### src/rtl/pma_region_table_pkg.sv
// Shared types and constants for the PMA region table: address width,
// attribute and region records, write-port FSM states and the platform
// default region set loaded at reset.
package pma_region_table_pkg;

  localparam int PADDR_W = 32;

  typedef struct packed {
    logic r;
    logic w;
    logic x;
    logic a;
    logic c;
  } map_attr_t;

  typedef struct packed {
    logic [PADDR_W-1:0] base;
    logic [PADDR_W-1:0] limit;
    map_attr_t          attr;
    logic               en;
  } pma_region_t;

  typedef enum logic {
    WR_IDLE = 1'b0,
    WR_RESP = 1'b1
  } wr_state_t;

  localparam int PMA_DEFAULT_NUM = 6;

  localparam map_attr_t ATTR_RX   = '{r: 1'b1, w: 1'b0, x: 1'b1, a: 1'b1, c: 1'b0};
  localparam map_attr_t ATTR_RW   = '{r: 1'b1, w: 1'b1, x: 1'b0, a: 1'b1, c: 1'b0};
  localparam map_attr_t ATTR_RWXC = '{r: 1'b1, w: 1'b1, x: 1'b1, a: 1'b1, c: 1'b1};

  // Limits are exclusive: each entry's limit is the last byte of the region plus one.
  localparam pma_region_t PMA_DEFAULT_REGIONS [PMA_DEFAULT_NUM] = '{
    '{32'h0000_0000, 32'h0002_0000, ATTR_RX,   1'b1},
    '{32'hf000_0000, 32'hf001_0000, ATTR_RW,   1'b1},
    '{32'hf001_0000, 32'hf002_0000, ATTR_RW,   1'b1},
    '{32'hf0c0_0000, 32'hf100_0000, ATTR_RW,   1'b1},
    '{32'h1000_0000, 32'h1000_2000, ATTR_RWXC, 1'b1},
    '{32'h4000_0000, 32'h40f0_0000, ATTR_RWXC, 1'b1}
  };

endpackage

### src/rtl/pma_region_table_if.sv
// Write and lookup bus of the PMA region table.
// master drives requests and consumes responses; slave is the table itself.
// The slot index is $clog2(ENTRIES) bits wide, so non-power-of-two tables see illegal encodings.
interface pma_region_table_if #(
  parameter int ENTRIES = 8,
  parameter int PADDR_W = pma_region_table_pkg::PADDR_W
);
  import pma_region_table_pkg::*;

  localparam int IDX_W = $clog2(ENTRIES);

  logic               wr_valid;
  logic               wr_ready;
  logic [IDX_W-1:0]   wr_idx;
  logic [PADDR_W-1:0] wr_base;
  logic [PADDR_W-1:0] wr_limit;
  map_attr_t          wr_attr;
  logic               wr_en;
  logic               wr_lock;
  logic               wr_resp_valid;
  logic               wr_resp_err;

  logic               lkup_valid;
  logic [PADDR_W-1:0] lkup_pa;
  logic               lkup_resp_valid;
  logic               lkup_hit;
  map_attr_t          lkup_attr;
  logic               lkup_multi;

  modport master (
    output wr_valid, wr_idx, wr_base, wr_limit, wr_attr, wr_en, wr_lock,
    input  wr_ready, wr_resp_valid, wr_resp_err,
    output lkup_valid, lkup_pa,
    input  lkup_resp_valid, lkup_hit, lkup_attr, lkup_multi
  );

  modport slave (
    input  wr_valid, wr_idx, wr_base, wr_limit, wr_attr, wr_en, wr_lock,
    output wr_ready, wr_resp_valid, wr_resp_err,
    input  lkup_valid, lkup_pa,
    output lkup_resp_valid, lkup_hit, lkup_attr, lkup_multi
  );

endinterface

### src/rtl/pma_region_table_match.sv
// Single-slot region compare: enabled and base <= pa < limit, unsigned.
// Latency: combinational.
// Backpressure: none.
module pma_region_match #(
  parameter int PADDR_W = 32
) (
  input  logic               en,
  input  logic [PADDR_W-1:0] base,
  input  logic [PADDR_W-1:0] limit,
  input  logic [PADDR_W-1:0] pa,
  output logic               hit
);

  assign hit = en && (pa >= base) && (pa < limit);

endmodule

### src/rtl/pma_region_table.sv
// Programmable PMA region table; reset loads the platform default regions.
// Latency: lookup 1 cycle registered; write response 1 cycle after acceptance.
// Backpressure: write port accepts one request every 2 cycles; lookups never stall.
// Optional feature: define PMA_TABLE_LOCK_EN for per-slot write locks.
module pma_region_table #(
  parameter int ENTRIES = 8,
  parameter int PADDR_W = pma_region_table_pkg::PADDR_W
) (
  input logic                i_clk,
  input logic                i_reset,
  pma_region_table_if.slave  bus
);
  import pma_region_table_pkg::*;

  localparam int IDX_W = $clog2(ENTRIES);

  wr_state_t          state_q, state_d;
  logic [PADDR_W-1:0] base_q  [ENTRIES];
  logic [PADDR_W-1:0] limit_q [ENTRIES];
  map_attr_t          attr_q  [ENTRIES];
  logic [ENTRIES-1:0] en_q;
  logic [ENTRIES-1:0] hit_vec;
  logic               wr_fire;
  logic               wr_err;
  logic               idx_oob;
  logic               slot_locked;
  logic               single_hit;
  map_attr_t          attr_or;

  assign wr_fire = bus.wr_valid && (state_q == WR_IDLE);
  assign idx_oob = ({1'b0, bus.wr_idx} >= (IDX_W+1)'(ENTRIES));

`ifdef PMA_TABLE_LOCK_EN
  logic [ENTRIES-1:0] lock_q;

  // Lock of the addressed slot; out-of-range indices have no lock and are rejected anyway.
  always_comb begin
    slot_locked = 1'b0;
    for (int i = 0; i < ENTRIES; i++) begin
      if (bus.wr_idx == IDX_W'(i)) slot_locked = lock_q[i];
    end
  end
`else
  logic unused_wr_lock;
  assign unused_wr_lock = bus.wr_lock;
  assign slot_locked    = 1'b0;
`endif

  // A disable skips the base/limit check; only enabling an empty/inverted range is illegal.
  assign wr_err = idx_oob || (bus.wr_en && (bus.wr_base >= bus.wr_limit)) || slot_locked;

  // Write FSM state register.
  always_ff @(posedge i_clk) begin
    if (i_reset) state_q <= WR_IDLE;
    else         state_q <= state_d;
  end

  // Write FSM next state and handshake outputs.
  always_comb begin
    state_d           = state_q;
    bus.wr_ready      = 1'b0;
    bus.wr_resp_valid = 1'b0;
    case (state_q)
      WR_IDLE: begin
        bus.wr_ready = 1'b1;
        if (bus.wr_valid) state_d = WR_RESP;
      end
      WR_RESP: begin
        bus.wr_resp_valid = 1'b1;
        state_d           = WR_IDLE;
      end
      default: state_d = WR_IDLE;
    endcase
  end

  // Error flag captured at acceptance, cleared once the response has been shown.
  always_ff @(posedge i_clk) begin
    if (i_reset)                  bus.wr_resp_err <= 1'b0;
    else if (wr_fire)             bus.wr_resp_err <= wr_err;
    else if (state_q == WR_RESP)  bus.wr_resp_err <= 1'b0;
  end

  for (genvar gi = 0; gi < ENTRIES; gi++) begin : g_slot
    logic slot_wr;
    assign slot_wr = wr_fire && !wr_err && (bus.wr_idx == IDX_W'(gi));

    // Slot storage: reset to the default region (or cleared), then updated by good writes.
    always_ff @(posedge i_clk) begin
      if (i_reset) begin
        if (gi < PMA_DEFAULT_NUM) begin
          base_q[gi]  <= PADDR_W'(PMA_DEFAULT_REGIONS[gi].base);
          limit_q[gi] <= PADDR_W'(PMA_DEFAULT_REGIONS[gi].limit);
          attr_q[gi]  <= PMA_DEFAULT_REGIONS[gi].attr;
          en_q[gi]    <= PMA_DEFAULT_REGIONS[gi].en;
        end else begin
          base_q[gi]  <= '0;
          limit_q[gi] <= '0;
          attr_q[gi]  <= '0;
          en_q[gi]    <= 1'b0;
        end
      end else if (slot_wr) begin
        base_q[gi]  <= bus.wr_base;
        limit_q[gi] <= bus.wr_limit;
        attr_q[gi]  <= bus.wr_attr;
        en_q[gi]    <= bus.wr_en;
      end
    end

`ifdef PMA_TABLE_LOCK_EN
    // Lock is sticky until reset.
    always_ff @(posedge i_clk) begin
      if (i_reset)                     lock_q[gi] <= 1'b0;
      else if (slot_wr && bus.wr_lock) lock_q[gi] <= 1'b1;
    end
`endif

    pma_region_match #(.PADDR_W(PADDR_W)) u_match (
      .en    (en_q[gi]),
      .base  (base_q[gi]),
      .limit (limit_q[gi]),
      .pa    (bus.lkup_pa),
      .hit   (hit_vec[gi])
    );
  end

  assign single_hit = (hit_vec != '0) && ((hit_vec & (hit_vec - ENTRIES'(1))) == '0);

  // Attribute of the matching slot; only meaningful when exactly one slot hit.
  always_comb begin
    attr_or = '0;
    for (int i = 0; i < ENTRIES; i++) begin
      if (hit_vec[i]) attr_or = attr_or | attr_q[i];
    end
  end

  // Registered lookup result, computed against the table as it stands in the request cycle.
  always_ff @(posedge i_clk) begin
    if (i_reset) begin
      bus.lkup_resp_valid <= 1'b0;
      bus.lkup_hit        <= 1'b0;
      bus.lkup_multi      <= 1'b0;
      bus.lkup_attr       <= '0;
    end else begin
      bus.lkup_resp_valid <= bus.lkup_valid;
      bus.lkup_hit        <= bus.lkup_valid && single_hit;
      bus.lkup_multi      <= bus.lkup_valid && (hit_vec != '0) && !single_hit;
      bus.lkup_attr       <= (bus.lkup_valid && single_hit) ? attr_or : '0;
    end
  end

endmodule

### src/flat_wrapper.sv
// flat-port wrapper written by rule: the top's interface ports become plain ports
module pma_region_table_flat import pma_region_table_pkg::*;
#(
  parameter int ENTRIES = 8,
  parameter int PADDR_W = pma_region_table_pkg::PADDR_W
)
  (i_clk, i_reset, bus_wr_valid, bus_wr_idx, bus_wr_base, bus_wr_limit, bus_wr_attr, bus_wr_en, bus_wr_lock, bus_wr_ready, bus_wr_resp_valid, bus_wr_resp_err, bus_lkup_valid, bus_lkup_pa, bus_lkup_resp_valid, bus_lkup_hit, bus_lkup_attr, bus_lkup_multi);
  pma_region_table_if #(.ENTRIES(ENTRIES), .PADDR_W(PADDR_W)) bus_i ();
  input logic i_clk;
  input logic i_reset;
  input wire logic [$bits(bus_i.wr_valid)-1:0] bus_wr_valid;
  input wire logic [$bits(bus_i.wr_idx)-1:0] bus_wr_idx;
  input wire logic [$bits(bus_i.wr_base)-1:0] bus_wr_base;
  input wire logic [$bits(bus_i.wr_limit)-1:0] bus_wr_limit;
  input wire logic [$bits(bus_i.wr_attr)-1:0] bus_wr_attr;
  input wire logic [$bits(bus_i.wr_en)-1:0] bus_wr_en;
  input wire logic [$bits(bus_i.wr_lock)-1:0] bus_wr_lock;
  output wire logic [$bits(bus_i.wr_ready)-1:0] bus_wr_ready;
  output wire logic [$bits(bus_i.wr_resp_valid)-1:0] bus_wr_resp_valid;
  output wire logic [$bits(bus_i.wr_resp_err)-1:0] bus_wr_resp_err;
  input wire logic [$bits(bus_i.lkup_valid)-1:0] bus_lkup_valid;
  input wire logic [$bits(bus_i.lkup_pa)-1:0] bus_lkup_pa;
  output wire logic [$bits(bus_i.lkup_resp_valid)-1:0] bus_lkup_resp_valid;
  output wire logic [$bits(bus_i.lkup_hit)-1:0] bus_lkup_hit;
  output wire logic [$bits(bus_i.lkup_attr)-1:0] bus_lkup_attr;
  output wire logic [$bits(bus_i.lkup_multi)-1:0] bus_lkup_multi;
  assign bus_i.wr_valid = bus_wr_valid;
  assign bus_i.wr_idx = bus_wr_idx;
  assign bus_i.wr_base = bus_wr_base;
  assign bus_i.wr_limit = bus_wr_limit;
  assign bus_i.wr_attr = bus_wr_attr;
  assign bus_i.wr_en = bus_wr_en;
  assign bus_i.wr_lock = bus_wr_lock;
  assign bus_wr_ready = bus_i.wr_ready;
  assign bus_wr_resp_valid = bus_i.wr_resp_valid;
  assign bus_wr_resp_err = bus_i.wr_resp_err;
  assign bus_i.lkup_valid = bus_lkup_valid;
  assign bus_i.lkup_pa = bus_lkup_pa;
  assign bus_lkup_resp_valid = bus_i.lkup_resp_valid;
  assign bus_lkup_hit = bus_i.lkup_hit;
  assign bus_lkup_attr = bus_i.lkup_attr;
  assign bus_lkup_multi = bus_i.lkup_multi;
  pma_region_table #(.ENTRIES(ENTRIES), .PADDR_W(PADDR_W)) u_core (.i_clk(i_clk), .i_reset(i_reset), .bus(bus_i));
endmodule
### config.mk
export PLATFORM = sky130hd
export DESIGN_NAME = pma_region_table_flat
export DESIGN_NICKNAME = d
export VERILOG_FILES = /design/src/rtl/pma_region_table_pkg.sv /design/src/rtl/pma_region_table_if.sv /design/src/rtl/pma_region_table_match.sv /design/src/rtl/pma_region_table.sv /design/src/flat_wrapper.sv
export SDC_FILE = /design/constraint.sdc
export NUM_CORES = 1
export LEC_CHECK = 0
export BUFFER_PORTS_ARGS = -buffer_cell sky130_fd_sc_hd__buf_2
export CAP_MARGIN = 5
export CORE_ASPECT_RATIO = 0.5
export CORE_UTILIZATION = 55
export CTS_CLUSTER_SIZE = 20
export DETAILED_ROUTE_END_ITERATION = 16
export PLACE_DENSITY_LB_ADDON = 0.2
export RECOVER_POWER = 50
export SLEW_MARGIN = 10
export SYNTH_ARGS = -nofsm -noshare
export SYNTH_HDL_FRONTEND = slang
export SYNTH_SLANG_ARGS = --single-unit
### constraint.sdc
create_clock -name i_clk -period 7.8 [get_ports i_clk]
set_clock_uncertainty 0.05 [all_clocks]
set_input_delay 0 -clock i_clk [delete_from_list [all_inputs] [get_ports i_clk]]
set_output_delay 0 -clock i_clk [all_outputs]
set_load 0.1 [all_outputs]
Word level (Yosys, flattened, before mapping). Memories as Yosys holds them, arrays and structs flattened. Cells that the tools add are included.

Reduce and logical (&&, ||, !) cells: 38. $lt $le $gt $ge: 17. $add $sub $neg: 1. Eq/ne operators: 7. Bitwise logic cells: 34. Mux-type cells: 64.

Operator list (number): 2-to-1 mux 32 bit (16); >= comparator 32 bit (9); less-than comparator 32 bit (8); 2-to-1 mux 5 bit (16); OR 5 bit (7); logical AND 1 bit (31); 2-to-1 mux 1 bit (31); OR 1 bit (24); equality test 3 bit (second input constant) (4); bitwise AND 8 bit (1); zero test 8 bit (1); nonzero test 8 bit (1); subtractor 8 x 1 -> 8 bit (second input constant) (1); equality test 3 x 2 -> 1 bit (second input constant) (2); equality test 3 x 1 -> 1 bit (second input constant) (1); zero test 3 bit (1); zero test 1 bit (2); NOT 1 bit (2); case mux 1 bit (2 select lines) (1); nonzero test 2 bit (1); OR reduction 2 bit (1).

Memories kept: 3. Word-level logic and storage cells: 182. Flip-flop bits (word level): 18. Memory bits (writable): 552.

Memories: u_core.base_q (words 8, bits a word 32, read ports 8, clocked after Yosys merged registers in 0, wr ports 8, RTL line pma_region_table.sv:18) `logic [PADDR_W-1:0] base_q [ENTRIES];`; u_core.limit_q (words 8, bits a word 32, read ports 8, clocked after Yosys merged registers in 0, wr ports 8, RTL line pma_region_table.sv:19) `logic [PADDR_W-1:0] limit_q [ENTRIES];`; u_core.attr_q (words 8, bits a word 5, read ports 8, clocked after Yosys merged registers in 0, wr ports 8, RTL line pma_region_table.sv:20) `map_attr_t attr_q [ENTRIES];`.

Logic depth before layout (Yosys ltp). An unclocked memory read counts as a cell.

Depth in word-level cells: 19. Depth in mapped cells: 14.

Modules after synthesis. Synthesis repeated with hierarchy kept, for this count alone.

Cell total of the unflattened synthesis: 3342. Area total of the unflattened synthesis: 34306.7 um2.

By module, submodules not included: pma_region_table (area each 21784.6 um2, times used 1, seq. area each 16936.2 um2, cells each 1574); pma_region_match (area each 1565.3 um2, times used 8, seq. area each 0.0 um2, cells each 221).

Worst setup path after synthesis. OpenSTA, ideal clock, no wires.

Kind: input to register. From: in bus_wr_base[0]. To: mem u_core.attr_q[1][15] (netlist name) (enable). Arrival: 5.491 ns. Setup time: 0.511 ns. Slack: 1.748 ns. Buffers on the path: 1. Cell stages on the path: 13. Cell sequence: inv_1 -> ha_1 -> nand2b_1 -> a21o_1 -> a21o_1 -> a21o_1 -> a21o_1 -> a211oi_1 -> o21ai_0 -> a21oi_1 -> o2111ai_1 -> clkbuf_1 -> o21bai_1.

RTL lines: start, declared (RTL line flat_wrapper.sv:13) `input wire logic [$bits(bus_i.wr_base)-1:0] bus_wr_base;`; end, declared (RTL line pma_region_table.sv:20).

==> results.txt <==
* Die W: between 300 and 400 um
* Final standard cell count with taps included and fillers excluded: between 4,000 and 5,000
* Remaining global-route overflow: 0
- Summed over all layers, the routed wires come to around 110,000 um.
- The clock reaches the later pin of the worst-skew pair after between 0.6 and 0.7 ns.
- Final setup viols: 0
* Overall die height: ~180 um
* Worst hold slack: roughly 0.2 ns
* Vias in the first global route: between 20,000 and 30,000
- Antenna violations before repair: 2
* Violation count after the first detailed-routing iteration: about 3,300
* Portion of total power attributed to combinational logic: 15.5%
- Core Util, Final: 62.9%
- When the netlist entered floorplanning its net count stood at around 4,000.
* Number of ports placed on the die boundary: between 100 and 150
- Setup repair after global routing left no endpoint under its margin.
- Counting flops with an async set or reset pin after synthesis yields a share of 0%.
- Entering global routing, the biggest net connects 74 pins.
* Critical Path End Type: register
- DP Cell Count: roughly 4,300
* Relative slew slack: -148%
* Final design instance area without fill: between 30,000 and 40,000 um^2
- Most frequent standard cell in the layout excluding fill and tap cells: sky130_fd_sc_hd__edfxtp_1
* Count of cells resized by post-cts repair: 0
- The routed layout has around 28,000 vias.
- The synthesized netlist occupies a cell area of about 35,000 um^2.
- Crit path time final: 6.24 ns
- Port Buffers: approximately 120
- Worst voltage drop across the vdd grid: 165 uV
- In this run the worst hold path is classified as in -> reg.
* First-pass GRT wire length: roughly 160,000 um
- Worst-path fanout max: between 60 and 70
- Count of unique library cells instantiated by Yosys: 72
- In this run, synthesis produced a sequential element count of between 500 and 600.
* Run status: finished with violations
- Area taken by flip-flops and latches: ~17,000 um^2
- The final reports fail on capacitance limit, slew limit.
- The congestion estimate from routability-driven global placement came to about 0.94.
- Number of buffers inserted for hold repair after clock tree synthesis: 81
- Number of clock buffers inserted by TritonCTS: 53
* Total count of hold-check failures in the final report: 0
- Standard cell core area: between 60,000 and 70,000 um^2
- The HPWL after detailed placement is between 70,000 and 80,000 um.
* Switching power total: a little over 2 mW
- Commonest cells after routing, fill and taps aside: sky130_fd_sc_hd__edfxtp_1, sky130_fd_sc_hd__inv_1, sky130_fd_sc_hd__ha_1
- Post-route setup TNS: 0 ns
* Leak Pwr: ~16 nW
* Critical path data required time: approximately 8 ns
* Synth warnings: 0
- CTS root buf: sky130_fd_sc_hd__clkbuf_16
* TritonCTS clock tree: yes
- Critical Path AT: about 6.5 ns
- In this run, flip-flops and latches consume between 40% and 50% of the power.
- Max Root-Sink Buffers: 3
- Global router's overall resource usage: 33.1%
* Worst R2R Start: u_core.base_q[1][46]
- The floorplan step defined a die boundary enclosing 64,200 um^2.
- The clock network burns 37.3% of the power.
- Std cell rows: 64
- Worst-path clk slew: roughly 0.07 ns
* Fraction of layout instances using a drive strength above 1: between 6 and 7%
- Layout Nets: about 4,200
- Synthesized area per cell: slightly above 10 um^2
* Clock Sink Count: 570
- For this configuration, the core starts out at a cell density of a little under three fifths.
- Counting flops with a built-in enable in the synthesized netlist gives 552.
- P_int: 5.44 mW
- In the routed design, unresolved DRC markers number 0.
- Synthesis-to-finish area growth: 11.8%
- # Post-CTS Setup Buffers: 0
- H-tree levels: 2
* Predominant post-synthesis flop cell: sky130_fd_sc_hd__edfxtp_1
- Sequential cells were found to cover 48.7% of the synthesized design area.
- The startpoint identified for the worst hold timing path is bus_wr_attr[3].
- Highest clock rate: 160 MHz
- Dividing total power by cell area gives a power density of 193 nW/um^2.
* Final-layout fill cell count: 4,902
- In this run the cell area measured after placement is approximately 36,000 um^2.
- STA classifies the critical path startpoint as an input port.
- In this run the remaining antenna-violating nets after routing total 0.
- The number of pins with negative max-slew slack in the final report came to approximately 350.
- After detailed routing, the average wire length per cell comes to 24.0 um.
- The worst path uses 80.0% of the clock period.
- The critical path is of the in -> reg type.
- Vias per Instance: about 6.3
- Area occupied by multi-input gates: 15,400 um^2
* Instance count of the mapped netlist: 3,390
* Transition time of the tightest slew-check pin: approximately 3.7 ns
- The pre-antenna-repair detailed-routing pass consisted of 8 iterations.
- The most critical setup path has its startpoint at bus_wr_base[0].
* Max Cap Violations: 9
- Switching power as a share of total power: a little over a quarter
flip-flops by register name, indices dropped and copies added, names as in the netlist:
register	flops
u_core.bus.wr_resp_err	1
u_core.bus.lkup_multi	1
u_core.state_q	1
u_core.base_q	256
u_core.bus.lkup_hit	1
u_core.bus.lkup_resp_valid	1
u_core.attr_q	40
u_core.bus.lkup_attr	5
u_core.en_q	8
u_core.limit_q	256
cell usage after synthesis (8+ instances only):
master,count,area (um^2)
sky130_fd_sc_hd__nand3_1,59,295
sky130_fd_sc_hd__and3_1,12,75.1
sky130_fd_sc_hd__dfxtp_1,18,360
sky130_fd_sc_hd__nor4_1,137,857
sky130_fd_sc_hd__a21oi_1,142,711
sky130_fd_sc_hd__a222oi_1,10,100
sky130_fd_sc_hd__nand2_1,234,878
sky130_fd_sc_hd__o21a_1,10,75.1
sky130_fd_sc_hd__buf_1,12,45.0
sky130_fd_sc_hd__a211o_1,8,70.1
sky130_fd_sc_hd__a31oi_1,11,68.8
sky130_fd_sc_hd__and4_1,16,140
sky130_fd_sc_hd__nand4_1,94,588
sky130_fd_sc_hd__a211oi_1,28,210
sky130_fd_sc_hd__or2_2,8,50.1
sky130_fd_sc_hd__o31ai_1,10,75.1
sky130_fd_sc_hd__nor2_1,464,1740
sky130_fd_sc_hd__clkbuf_1,103,387
sky130_fd_sc_hd__a21o_1,64,480
sky130_fd_sc_hd__or3_1,21,131
sky130_fd_sc_hd__inv_1,546,2050
sky130_fd_sc_hd__o21ai_0,84,420
sky130_fd_sc_hd__nor3_1,37,185
sky130_fd_sc_hd__edfxtp_1,552,16600
sky130_fd_sc_hd__nand2b_1,23,144
sky130_fd_sc_hd__nor2b_1,13,81.3
sky130_fd_sc_hd__o2111ai_1,11,96.3
sky130_fd_sc_hd__a221oi_1,9,78.8
sky130_fd_sc_hd__a2111oi_0,18,158
sky130_fd_sc_hd__o211ai_1,15,113
sky130_fd_sc_hd__ha_1,536,6710
logic make-up (layout without fill, tap and decap cells):
family | Yosys count | count (layout) | synth area share [%]
mux | 8 | 8 | 0.245
flops | 570 | 570 | 48.7
buf+inv | 661 | 876 | 7.14
other cells | 0 | 1 | 0
fa+ha+maj | 538 | 538 | 19.4
simple gates | 1146 | 1146 | 15.6
compound gates | 467 | 467 | 8.95
per-stage QoR:
step                setup slack, ns  power (mW)
finish                         1.56        7.50
global route                   1.35        7.74
CTS                            2.78        7.47
detailed placement             2.75        4.70
global placement               2.75        4.65
floorplan                      1.75        4.26
worst max-delay path, cell delays in order:
cell                            delay [ns]
sky130_fd_sc_hd__dlygate4sd3_1        0.55
sky130_fd_sc_hd__clkbuf_1             0.24
sky130_fd_sc_hd__inv_1                0.07
sky130_fd_sc_hd__ha_1                 0.28
sky130_fd_sc_hd__nand2b_1             0.10
sky130_fd_sc_hd__a21o_1               0.11
sky130_fd_sc_hd__a21o_1               0.10
sky130_fd_sc_hd__a21o_1               0.11
sky130_fd_sc_hd__a21o_1               0.10
sky130_fd_sc_hd__a211oi_1             0.18
sky130_fd_sc_hd__nor2_1               0.16
sky130_fd_sc_hd__o221a_1              0.91
sky130_fd_sc_hd__clkbuf_1             2.37
sky130_fd_sc_hd__buf_4                0.98
sky130_fd_sc_hd__nor4_1               0.17
power groups by stage:
stage	registers (mW)	logic, mW	clock network [mW]
2_1_floorplan	3.62	0.642	0
3_3_place_gp	3.59	1.06	0
3_5_place_dp	3.60	1.11	0
4_1_cts	3.53	1.15	2.79
5_1_grt	3.54	1.28	2.92
6_report	3.53	1.17	2.80
layout make-up:
class / instances / area share [%]
antenna: 1 / 0.00644
clock buffer: 72 / 3.86
clock inverter: 26 / 0.783
inverter: 546 / 5.28
multi-input combinational: 2159 / 39.7
sequential: 570 / 43.6
tap: 825 / 2.66
timing repair buffer: 232 / 4.13
final timing paths:
kind,cells past startpoint,slack (ns),end
setup reg to reg,12,2.59,u_core.bus.lkup_attr[1]
hold reg to reg,2,0.47,u_core.en_q[1]
setup / recovery,15,1.56,u_core.limit_q[1][7]
hold / removal,3,0.20,u_core.attr_q[0][8]
metal layers:
metal	GRT usage [%]	part of all wire [%]	vias to the layer above	wire, um
met2	49.2	43	1527	45400
met4	10.2	3.3	2	3510
met1	48.5	42	13461	45000
met3	6.80	12	241	12500
li1	-	-	12489	-
met5	0	0.010	-	11
Note: power is estimated with default switching activity, not from simulation.
